**src/rtl/arps_pkg.sv**
```systemverilog
// Shared types and constants for the ARPS motion-vector writer.
package arps_pkg;

    localparam int          MV_W           = 8;
    localparam int          SAD_W          = 16;
    localparam logic [3:0]  MV_BRAM_WE_ALL = 4'hF;

    typedef enum logic [1:0] {
        IDLE  = 2'd0,
        RUN   = 2'd1,
        DRAIN = 2'd2,
        DONE  = 2'd3
    } mvw_state_e;

    typedef struct packed {
        logic [SAD_W-1:0] sad;
        logic [MV_W-1:0]  mv_y;
        logic [MV_W-1:0]  mv_x;
    } mv_word_t;

    // Build the 32-bit BRAM word; components pass through as raw two's complement.
    function automatic logic [31:0] pack_mv(input logic [MV_W-1:0]  mv_x,
                                            input logic [MV_W-1:0]  mv_y,
                                            input logic [SAD_W-1:0] sad);
        mv_word_t w;
        w.sad  = sad;
        w.mv_y = mv_y;
        w.mv_x = mv_x;
        return w;
    endfunction

endpackage

```
**src/rtl/arps_mv_fifo.sv**
```systemverilog
// Synchronous FIFO with push/pop, full/empty flags and occupancy count.
module arps_mv_fifo #(
    parameter int DEPTH = 4,
    parameter int WIDTH = 16
) (
    input  logic                     clk,
    input  logic                     rst,
    input  logic                     push,
    input  logic [WIDTH-1:0]         din,
    input  logic                     pop,
    output logic [WIDTH-1:0]         dout,
    output logic                     full,
    output logic                     empty,
    output logic [$clog2(DEPTH):0]   count
);

    localparam int AW = $clog2(DEPTH);
    localparam int CW = AW + 1;

    logic [WIDTH-1:0] mem_r [DEPTH];
    logic [AW:0]      wr_ptr_r;
    logic [AW:0]      rd_ptr_r;
    logic             push_ok_s;
    logic             pop_ok_s;

    // Pointers carry one extra wrap bit so full and empty are distinguishable.
    assign count     = wr_ptr_r - rd_ptr_r;
    assign full      = (count == CW'(DEPTH));
    assign empty     = (count == {CW{1'b0}});
    assign push_ok_s = push & ~full;
    assign pop_ok_s  = pop & ~empty;
    assign dout      = mem_r[rd_ptr_r[AW-1:0]];

    // Pointer update; reset discards whatever is buffered.
    always_ff @(posedge clk) begin
        if (rst) begin
            wr_ptr_r <= {CW{1'b0}};
            rd_ptr_r <= {CW{1'b0}};
        end else begin
            if (push_ok_s) begin
                wr_ptr_r <= wr_ptr_r + {{AW{1'b0}}, 1'b1};
            end
            if (pop_ok_s) begin
                rd_ptr_r <= rd_ptr_r + {{AW{1'b0}}, 1'b1};
            end
        end
    end

    // Storage array write port.
    always_ff @(posedge clk) begin
        if (push_ok_s) begin
            mem_r[wr_ptr_r[AW-1:0]] <= din;
        end
    end

endmodule

```
**src/rtl/arps_mv_writer.sv**
```systemverilog
// Buffers ARPS motion vectors and writes one 32-bit word per macroblock into the MV BRAM.
// Optional macro ARPS_MV_SAD_EN: store SAD in data_mv[31:16] (otherwise those bits are zero).
module arps_mv_writer
    import arps_pkg::*;
#(
    parameter int MB_COUNT   = 1024,
    parameter int FIFO_DEPTH = 4
) (
    input  logic            clk,
    input  logic            rst,
    input  logic            start_i,
    input  logic            mv_valid_i,
    output logic            mv_ready_o,
    input  logic [MV_W-1:0] mv_x_i,
    input  logic [MV_W-1:0] mv_y_i,
    input  logic [15:0]     sad_i,
    output logic            clk_mv,
    output logic            rst_mv,
    output logic [31:0]     addr_mv,
    output logic [31:0]     data_mv,
    output logic            en_mv,
    output logic [3:0]      we_mv,
    output logic            busy_o,
    output logic [15:0]     mb_done_o,
    input  logic            irq_clear_i,
    output logic            interrupt_o
);

`ifdef ARPS_MV_SAD_EN
    localparam int FIFO_W = SAD_W + 2 * MV_W;
`else
    localparam int FIFO_W = 2 * MV_W;
`endif
    localparam logic [15:0] MB_CNT16 = 16'(MB_COUNT);
    localparam int          FCW      = $clog2(FIFO_DEPTH) + 1;

    mvw_state_e        state_r;
    mvw_state_e        state_nx_s;
    logic [15:0]       accepted_r;
    logic [15:0]       written_r;
    logic              busy_r;
    logic              irq_r;
    logic              push_s;
    logic              pop_s;
    logic              start_go_s;
    logic              last_write_s;
    logic              fifo_full_s;
    logic              fifo_empty_s;
    logic [FIFO_W-1:0] fifo_din_s;
    logic [FIFO_W-1:0] fifo_dout_s;
    logic [SAD_W-1:0]  sad_word_s;
    logic [FCW-1:0]    fifo_count_unused_s;

`ifdef ARPS_MV_SAD_EN
    assign fifo_din_s = {sad_i, mv_y_i, mv_x_i};
    assign sad_word_s = fifo_dout_s[FIFO_W-1:2*MV_W];
`else
    logic sad_unused_s;
    assign sad_unused_s = ^sad_i;
    assign fifo_din_s   = {mv_y_i, mv_x_i};
    assign sad_word_s   = 16'h0000;
`endif

    assign clk_mv       = clk;
    assign rst_mv       = rst;
    assign mv_ready_o   = (state_r == RUN) & ~fifo_full_s & (accepted_r < MB_CNT16);
    assign push_s       = mv_valid_i & mv_ready_o;
    assign pop_s        = ~fifo_empty_s & ((state_r == RUN) | (state_r == DRAIN));
    assign start_go_s   = start_i & ((state_r == IDLE) | (state_r == DONE));
    assign last_write_s = pop_s & (written_r == (MB_CNT16 - 16'd1));
    assign busy_o       = busy_r;
    assign interrupt_o  = irq_r;
    assign mb_done_o    = written_r;

    arps_mv_fifo #(
        .DEPTH (FIFO_DEPTH),
        .WIDTH (FIFO_W)
    ) u_fifo (
        .clk   (clk),
        .rst   (rst),
        .push  (push_s),
        .din   (fifo_din_s),
        .pop   (pop_s),
        .dout  (fifo_dout_s),
        .full  (fifo_full_s),
        .empty (fifo_empty_s),
        .count (fifo_count_unused_s)
    );

    // Frame sequencing; the last write can land while still in RUN, so both states watch it.
    always_comb begin
        state_nx_s = state_r;
        case (state_r)
            IDLE: begin
                if (start_i) state_nx_s = RUN;
                else         state_nx_s = IDLE;
            end
            RUN: begin
                if (last_write_s)                state_nx_s = DONE;
                else if (accepted_r == MB_CNT16) state_nx_s = DRAIN;
                else                             state_nx_s = RUN;
            end
            DRAIN: begin
                if (last_write_s) state_nx_s = DONE;
                else              state_nx_s = DRAIN;
            end
            DONE: begin
                if (start_i) state_nx_s = RUN;
                else         state_nx_s = DONE;
            end
            default: state_nx_s = IDLE;
        endcase
    end

    // State, counters, status and interrupt registers.
    always_ff @(posedge clk) begin
        if (rst) begin
            state_r    <= IDLE;
            accepted_r <= 16'd0;
            written_r  <= 16'd0;
            busy_r     <= 1'b0;
            irq_r      <= 1'b0;
        end else begin
            state_r <= state_nx_s;
            busy_r  <= (state_nx_s == RUN) | (state_nx_s == DRAIN);
            if (start_go_s) begin
                accepted_r <= 16'd0;
                written_r  <= 16'd0;
                irq_r      <= 1'b0;
            end else begin
                if (push_s) accepted_r <= accepted_r + 16'd1;
                if (pop_s)  written_r  <= written_r + 16'd1;
                if (last_write_s) begin
                    irq_r <= 1'b1;
                end else if (irq_clear_i && (state_r == DONE)) begin
                    irq_r <= 1'b0;
                end
            end
        end
    end

    // BRAM write port; address and data hold when nothing is popped.
    always_ff @(posedge clk) begin
        if (rst) begin
            en_mv   <= 1'b0;
            we_mv   <= 4'h0;
            addr_mv <= 32'd0;
            data_mv <= 32'd0;
        end else if (pop_s) begin
            en_mv   <= 1'b1;
            we_mv   <= MV_BRAM_WE_ALL;
            addr_mv <= {14'd0, written_r, 2'b00};
            data_mv <= pack_mv(fifo_dout_s[MV_W-1:0], fifo_dout_s[2*MV_W-1:MV_W], sad_word_s);
        end else begin
            en_mv   <= 1'b0;
            we_mv   <= 4'h0;
        end
    end

endmodule

```
**config.mk**
```make
export PLATFORM = sky130hd
export DESIGN_NAME = arps_mv_writer
export DESIGN_NICKNAME = d
export VERILOG_FILES = /design/src/rtl/arps_pkg.sv /design/src/rtl/arps_mv_fifo.sv /design/src/rtl/arps_mv_writer.sv
export SDC_FILE = /design/constraint.sdc
export NUM_CORES = 1
export LEC_CHECK = 0
export ABC_AREA = 1
export BUFFER_PORTS_ARGS = -buffer_cell sky130_fd_sc_hd__buf_2
export CORE_MARGIN = 2
export CORE_UTILIZATION = 55
export CTS_CLUSTER_DIAMETER = 80
export DETAILED_ROUTE_END_ITERATION = 10
export MAX_ROUTING_LAYER = met4
export PLACE_DENSITY = 0.86
export SYNTH_ARGS = -nofsm -noshare
export SYNTH_HDL_FRONTEND = slang
export SYNTH_SLANG_ARGS = --single-unit
```
**constraint.sdc**
```tcl
create_clock -name clk -period 4.7 [get_ports clk]
set_clock_uncertainty 0.1 [all_clocks]
set_input_delay 0.94 -clock clk [delete_from_list [all_inputs] [get_ports clk]]
set_output_delay 0.94 -clock clk [all_outputs]
set_load 0.01 [all_outputs]
```
# Yosys cells after proc, flatten, opt, wreduce, memory -nomap -nowiden
# Memory sizes are Yosys's and may differ from the RTL's. A register that Yosys moved wholly into a read port is not among the register bits.
# Index checks and enable logic that the tools add are counted.
# word_totals
ram_bits	64
reg_bits	63
out_inout_bits	90
word_cells	55
memories	1
# memory_table
name	words	width	read_ports	rd_ports_with_merged_regs	write_ports	line	rtl
u_fifo.mem_r	4	16	1	1	1	arps_mv_fifo.sv:20	logic [WIDTH-1:0] mem_r [DEPTH];
# classes
eq_ne	8
bitwise	13
mux	12
reduce_logical	5
n_lt_le_gt_ge	1
addsub	5
# op_table
cell	n
adder 16 x 1 -> 16 bit (second input constant)	2
== test 16 x 10 -> 1 bit (second input constant)	1
== test 16 x 11 -> 1 bit (second input constant)	1
less-than comparator 16 x 11 -> 1 bit (second input constant)	1
AND 1 bit	8
one-hot mux 2 bit (4 select lines)	1
2-to-1 mux 1 bit	7
adder 3 x 1 -> 3 bit (second input constant)	2
== test 2 bit (second input constant)	3
2-to-1 mux 2 bit	3
== test 2 x 1 -> 1 bit (second input constant)	2
2-to-1 mux 4 bit	1
== test 3 bit (second input constant)	1
zero test 3 bit	1
bitwise OR 1 bit	3
subtractor 3 bit	1
zero test 2 bit	1
inverter 1 bit	2
nonzero test 2 bit	1
OR reduction 2 bit	1
logical AND 1 bit	1

# Logic depth before layout (Yosys ltp)
# Gate-level depths: netlist (run 1).
# logic_depth
word_depth	9
mapped_depth	16

# By module
# A second synthesis (run 1) with hierarchy kept.
# hier_totals
cells_unflattened	670
hier_area_um2	6113.4
# modules_own_cells
module	n_inst	cells_each	seq_area_each_um2	area_each_um2
arps_mv_writer	1	436	1381.3	3221.8
arps_mv_fifo	1	234	2082.0	2891.5

==> summary.txt, run 1 <==
Hold path
  • Hold Crit Class: flop to flop
  • Worst Hold Depth: 2
  • Beginning of the worst hold path: accepted_r[15]$_SDFFE_PP0P_
  • WHS Endpoint: accepted_r[15]$_SDFFE_PP0P_

Setup path
  • Critical path arrival: 2700 ps
  • Worst setup EP type: primary output
  • Crit path launch type: clock port
  • Setup CP Type: clock port to primary output
  • Crit Path Max Fanout: 2
  • R2r setup slk: 1790 ps
  • Critical R2R Launch: u_fifo.rd_ptr_r[1]$_SDFFE_PP0P_
  • Req. time, crit path: 3660 ps
  • Reg2reg end: mb_done_o[9]$_SDFFE_PP0P_
  • Depth of the worst register-to-register path: 13

Timing
  • Setup violators final: 0
  • WHS: 329 ps
  • Worst rel slew slack: 45.0%
  • Post-route setup TNS: 0 ps
  • Max-slew violation count: 0
  • Final hold viol count: 0
  • Worst slew pin tran: 824 ps
  • RSZ-0062 raised after global routing: no

Floorplanning
  • Core box area: 10,800 um2
  • Boundary Pins: 127
  • Die ar.: 11,900 um2
  • Die height: 109 um
  • Die width: 109 um
  • Initial Utilization: 56.3%
  • Row count: 38

Logic synthesis
  • Mapped Avg Cell Area: 9.19 um2
  • Synth Register Bits: 139
  • Syn Inst Count: 661
  • Distinct cell type count after synthesis: 37
  • Seq/Total Area, Yosys: 56.4%
  • Mapped cell area: 6070 um2
  • Yosys warns: 0

Global routing
  • Pin count of the biggest net entering global routing: 73
  • Initial antenna violation count: 0
  • Grt ovf: 0
  • First-pass GRT wire length: 20,300 um
  • Total track usage: 22.8%
  • Vias in the first global route: 4,557

CTS
  • CTS tree: yes
  • Worst-Skew Late Latency: 620 ps
  • Clock-pin transition on the worst setup and hold timing paths: 70 ps
  • Post-CTS sizing: 0
  • Setup bufs post-CTS: 0
  • Hold_buf cts: 0

Placed design
  • Routability cong.: 0.942
  • PortBufs: 78
  • HPWL reported at the end of detailed placement: 8000 um

Pwr
  • IR drop worst, VDD: 0.000315 V
  • Leak pwr: 2.95 nW
  • Cell Pwr Density: 460 nW/um2
  • Sw Share: 28.5%
  • Logic pwr share: 13.1%
  • Seq pwr share: 42.3%
  • Power share of the clock group: 44.6%
  • Internal: 2.32 mW
  • Switch Pwr: 925 uW

Detailed routing
  • DR iter-0 viols: 271
  • Detail-routed via count per cell: 5.33
  • Via count: 4,738
  • DR WL/cell: 14.6 um
  • DRC Markers: 0
  • Total Wirelength: 12,900 um
  • Antenna viol nets, final: 0
  • TritonRoute pass-1 iters: 5

Final layout
  • Layout cells sized above 1: 19.2%
  • Antenna diodes: 0
  • Layout area overhead: 16.3%
  • Final #Nets: 787

Run status
  • Status: finished clean

Flow run
  • Number of max-cap violations: 0
-- cell families after synthesis --
family                     count (synthesis)  synth area share (%)
buffers and inverters                    131                  10.8
DFF                                      139                  56.4
AOI/OAI and AO/OA                        142                  12.2
adders and majority gates                 14                  2.88
other                                      1                0.0618
and+or+nand+nor                          226                  16.5
xor gates and xnor gates                   8                  1.15
-- cell type report --
class                           instances  area (um2)
Clock inverter                         15         196
Multi-Input combinational cell        422        2110
Timing Repair Buffer                   84         438
Fill cell                             802        3730
Tap cell                              140         175
Inverter                               68         258
Sequential cell                       139        3420
Clock buffer                           21         460
-- metal layers --
metal / GRT usage [%] / vias up / part of all wire (%) / wire (um)
met2: 38.6 / 182 / 51 / 6610
li1: - / 2279 / - / -
met5: - / - / 0 / 0
met1: 25.6 / 2248 / 41 / 5290
met4: 10.3 / 0 / 1.9 / 243
met3: 5.50 / 29 / 6.1 / 794
-- worst max path at each step --
stage	from	end	slack (ps)	depth (start not counted)
finish	clk	clk_mv	960	3
global route	clk	clk_mv	940	3
CTS	clk	clk_mv	950	3
global placement	clk	clk_mv	1200	1
detailed placement	clk	clk_mv	1200	1
floorplan	clk	clk_mv	1190	1
-- Yosys cell counts --
master    number  area share [%]
dfxtp_1       75              25
clkbuf_1      14            0.87
o21ai_1        1           0.082
xnor2_1        2            0.29
nand2_1       74             4.6
nand2_2        5            0.52
a211oi_1       2            0.25
conb_1         1           0.062
buf_4         38             4.7
a21oi_1       43             3.5
nor2_2         2            0.21
nor3b_2        1            0.21
nor2_8         1            0.33
inv_2          5            0.31
and3_1         1            0.10
nor3_1        10            0.82
nand2_4        3            0.56
nor2_1       100             6.2
inv_1         61             3.8
buf_2          9            0.74
nor3_2         1            0.16
o21ai_0       77             6.3
a31oi_1       17             1.8
a22oi_1        1            0.12
nand3_2        3            0.49
inv_4          1            0.10
clkinv_1       1           0.062
nand4_1        3            0.31
nor4_2         1            0.21
edfxtp_1      64              32
buf_1          1           0.062
buf_6          1            0.19
o21a_1         1            0.12
xor2_1         6            0.87
ha_1          14             2.9
nand3_1       20             1.6
nor2_4         1            0.19
-- per-stage QoR --
step,util [%],instance area [um2],worst slack [ps],power [mW],instances
after floorplan,-,6190,1190,1.72,692
after global placement,59.4,6410,1200,1.81,854
after detailed placement,59.4,6410,1200,1.83,854
after CTS,65.4,7060,953,3.27,889
after global routing,65.4,7060,943,3.38,889
final,65.4,7060,958,3.25,889
-- power by group through the flow --
| stage | registers (mW) | logic (mW) | clock network [mW] |
|---|---|---|---|
| after detailed placement | 1.40 | 0.420 | 0.0129 |
| after CTS | 1.37 | 0.427 | 1.47 |
| after global placement | 1.39 | 0.404 | 0.0129 |
| after floorplan | 1.42 | 0.286 | 0.0175 |
| after global routing | 1.38 | 0.476 | 1.53 |
| final | 1.37 | 0.425 | 1.45 |
-- registers in the layout (all words and copies together) (netlist names) --
name / cells
accepted_r: 16
addr_mv: 16
busy_o: 1
data_mv: 16
interrupt_o: 1
mb_done_o: 16
state_r: 2
u_fifo.mem_r: 64
u_fifo.rd_ptr_r: 3
u_fifo.wr_ptr_r: 3
we_mv: 1
-- worst max-delay path, stage by stage --
cell,delay [ps]
clkbuf_8,110
clkbuf_8,120
buf_2,130
-- cell usage in the layout (no fill, tap or decap), types with 20 or more instances in the layout --
cell	synthesis	final
nor2_1	100	100
buf_2	9	78
o21ai_0	77	77
dfxtp_1	75	75
nand2_1	74	74
edfxtp_1	64	64
inv_1	61	61
a21oi_1	43	43
conb_1	1	32
nand3_1	20	20
Note: power is estimated with default switching activity, not from simulation.
==> run 2: changes to the inputs <==
- CORE_UTILIZATION: 55 -> 49
- PLACE_DENSITY: 0.86 -> 0.82
- clock period: 4.7 -> 3.39 ns (I/O delays scaled with it)
==> summary.txt, run 2 (synthesized netlist as in run 1, its figures left out) <==
Timing
  • Post-layout min period: 2850 ps
  • Final hold viol count: 0 (unchanged)
  • Post-route setup TNS: 0 ps (unchanged)
  • Worst slew pin tran: 885 ps (was 824 ps)
  • Max-slew violation count: 0 (unchanged)
  • Worst rel slew slack: 41.0% (was 45.0%)
  • RSZ-0062 raised after global routing: no (unchanged)
  • Post-route worst setup slack: 538 ps (was 958 ps)
  • Fmax achieved: 351 MHz
  • Final worst-path cycle share: 84.1%
  • Setup violators final: 0 (unchanged)

CTS
  • Clock-pin transition on the worst setup and hold timing paths: 60 ps (was 70 ps)
  • Worst-Skew Late Latency: 530 ps (was 620 ps)
  • Setup bufs post-CTS: 0 (unchanged)
  • Post-CTS sizing: 0 (unchanged)
  • Hold_buf cts: 0 (unchanged)
  • CTS tree: yes (unchanged)

Final layout
  • Final Instance Area: 7140 um2 (was 7060 um2)
  • Final #Nets: 790 (was 787)
  • Antenna diodes: 0 (unchanged)
  • Largest register FFs: 64 (unchanged)
  • Layout area overhead: 17.6% (was 16.3%)
  • Layout cells sized above 1: 19.4% (was 19.2%)
  • Commonest non-fill, non-tap cell in the layout: nor2_1 (unchanged)
  • Most frequent cells in the layout: nor2_1 (100), buf_2 (78), o21ai_0 (77) (unchanged)

Run status
  • Status: finished clean (unchanged)

Floorplanning
  • Initial Utilization: 50.3% (was 56.3%)
  • Boundary Pins: 127 (unchanged)
  • Row count: 40 (was 38)
  • Die height: 115 um (was 109 um)
  • Die ar.: 13,300 um2 (was 11,900 um2)
  • Die width: 115 um (was 109 um)
  • Core box area: 12,100 um2 (was 10,800 um2)

Detailed routing
  • Via count: 4,532 (was 4,738)
  • Detail-routed via count per cell: 4.93 (was 5.33)
  • DR iter-0 viols: 242 (was 271)
  • Antenna viol nets, final: 0 (unchanged)
  • DRC Markers: 0 (unchanged)
  • DR WL/cell: 13.4 um (was 14.6 um)
  • TritonRoute pass-1 iters: 4 (was 5)
  • Total Wirelength: 12,300 um (was 12,900 um)

Hold path
  • Hold Crit Class: input port to flop (was flop to flop)
  • Beginning of the worst hold path: mv_y_i[1] (was accepted_r[15]$_SDFFE_PP0P_)

Flow run
  • Number of max-cap violations: 0 (unchanged)

Setup path
  • WP buf/inv: 3 (unchanged)
  • CP max stage cell: ha_1 (was buf_2)
  • Req. time, crit path: 2610 ps (was 3660 ps)
  • Crit-path max cell delay: 340 ps (was 130 ps)
  • Top cell family by delay on the critical path: simple AND/OR/NAND/NOR gates (was buffers and inverters)
  • Critical R2R Launch: u_fifo.rd_ptr_r[1]$_SDFFE_PP0P_ (unchanged)
  • Crit path cell chain: clkinv_1, ha_1, a21oi_1, nand2_2, nand2_1, nand2_1, nand2_2, inv_2, buf_2 (was clkbuf_8, clkbuf_8, buf_2)
  • Crit path launch type: flop (was clock port)
  • Setup CP Type: flop to primary output (was clock port to primary output)
  • Crit Path Max Fanout: 3 (was 2)
  • Worst setup EP type: primary output (unchanged)
  • Critical path arrival: 2070 ps (was 2700 ps)
  • CP startpoint: u_fifo.rd_ptr_r[1]$_SDFFE_PP0P_ (was clk)

Pwr
  • Total power draw: 4.55 mW (was 3.25 mW)
  • IR drop worst, VDD: 0.000508 V (was 0.000315 V)
  • Cell Pwr Density: 637 nW/um2 (was 460 nW/um2)
  • Leak pwr: 2.96 nW (was 2.95 nW)

Placed design
  • HPWL reported at the end of detailed placement: 7610 um (was 8000 um)
  • Routability cong.: 0.853 (was 0.942)
  • Dpl cell area: 6470 um2 (was 6410 um2)
  • PortBufs: 78 (unchanged)
  • Setup slack at placement: 802 ps (was 1200 ps)

Global routing
  • Total track usage: 20.5% (was 22.8%)
  • Grt ovf: 0 (unchanged)
  • Pin count of the biggest net entering global routing: 54 (was 73)
  • First-pass GRT wire length: 19,900 um (was 20,300 um)
  • Initial antenna violation count: 0 (unchanged)
  • Vias in the first global route: 4,300 (was 4,557)
[run 2: cell types whose count changed in the layout (fill, tap and decap cells not counted)]
cell        previous run  this run
clkinv_8               1         0
clkbuf_8               4         0
bufinv_16              2         3
clkbuf_16             16        20
clkinv_4               0         3
clkinvlp_4             0         3
inv_6                  6         2
buf_4                  7        10
inv_8                  6         0
clkinv_2               0         3
[run 2: path summary, 6_finish.rpt]
kind                                        to  slack (ps)  cells after the start
setup / recovery                    mv_ready_o         540                      9
hold / removal    u_fifo.mem_r[0][9]$_DFFE_PP_         260                      1
setup reg to reg  u_fifo.mem_r[3][9]$_DFFE_PP_         820                     11
hold reg to reg    accepted_r[13]$_SDFFE_PP0P_         330                      2
[run 2: cell type report]
| class | instances | area, um2 |
|---|---|---|
| Fill cell | 995 | 4920 |
| Sequential cell | 139 | 3420 |
| Multi-Input combinational cell | 422 | 2110 |
| Clock buffer | 21 | 505 |
| Timing Repair Buffer | 87 | 460 |
| Inverter | 68 | 258 |
| Tap cell | 168 | 210 |
| Clock inverter | 14 | 171 |
[run 2: through the flow]
stage | cells | hold WS (ps) | util (%)
2_1_floorplan | 692 | 308 | -
4_1_cts | 919 | 242 | 59.2
6_report | 919 | 262 | 59.2
3_5_place_dp | 885 | 317 | 53.6
5_1_grt | 919 | 244 | 59.2
3_3_place_gp | 885 | 314 | 53.6
[run 2: layer usage]
layer / up-vias / GRT usage (%) / routed length, um
met2: 143 / 33.5 / 6250
met5: - / - / 0
met3: 20 / 6.27 / 726
met1: 2080 / 22.2 / 5170
li1: 2289 / - / -
met4: 0 / 11.6 / 206
[run 2: where the power goes]
group | internal, mW | switching (mW) | total (mW)
clock | 1.31 | 0.741 | 2.05
combinational | 0.189 | 0.400 | 0.589
sequential | 1.86 | 0.0486 | 1.90
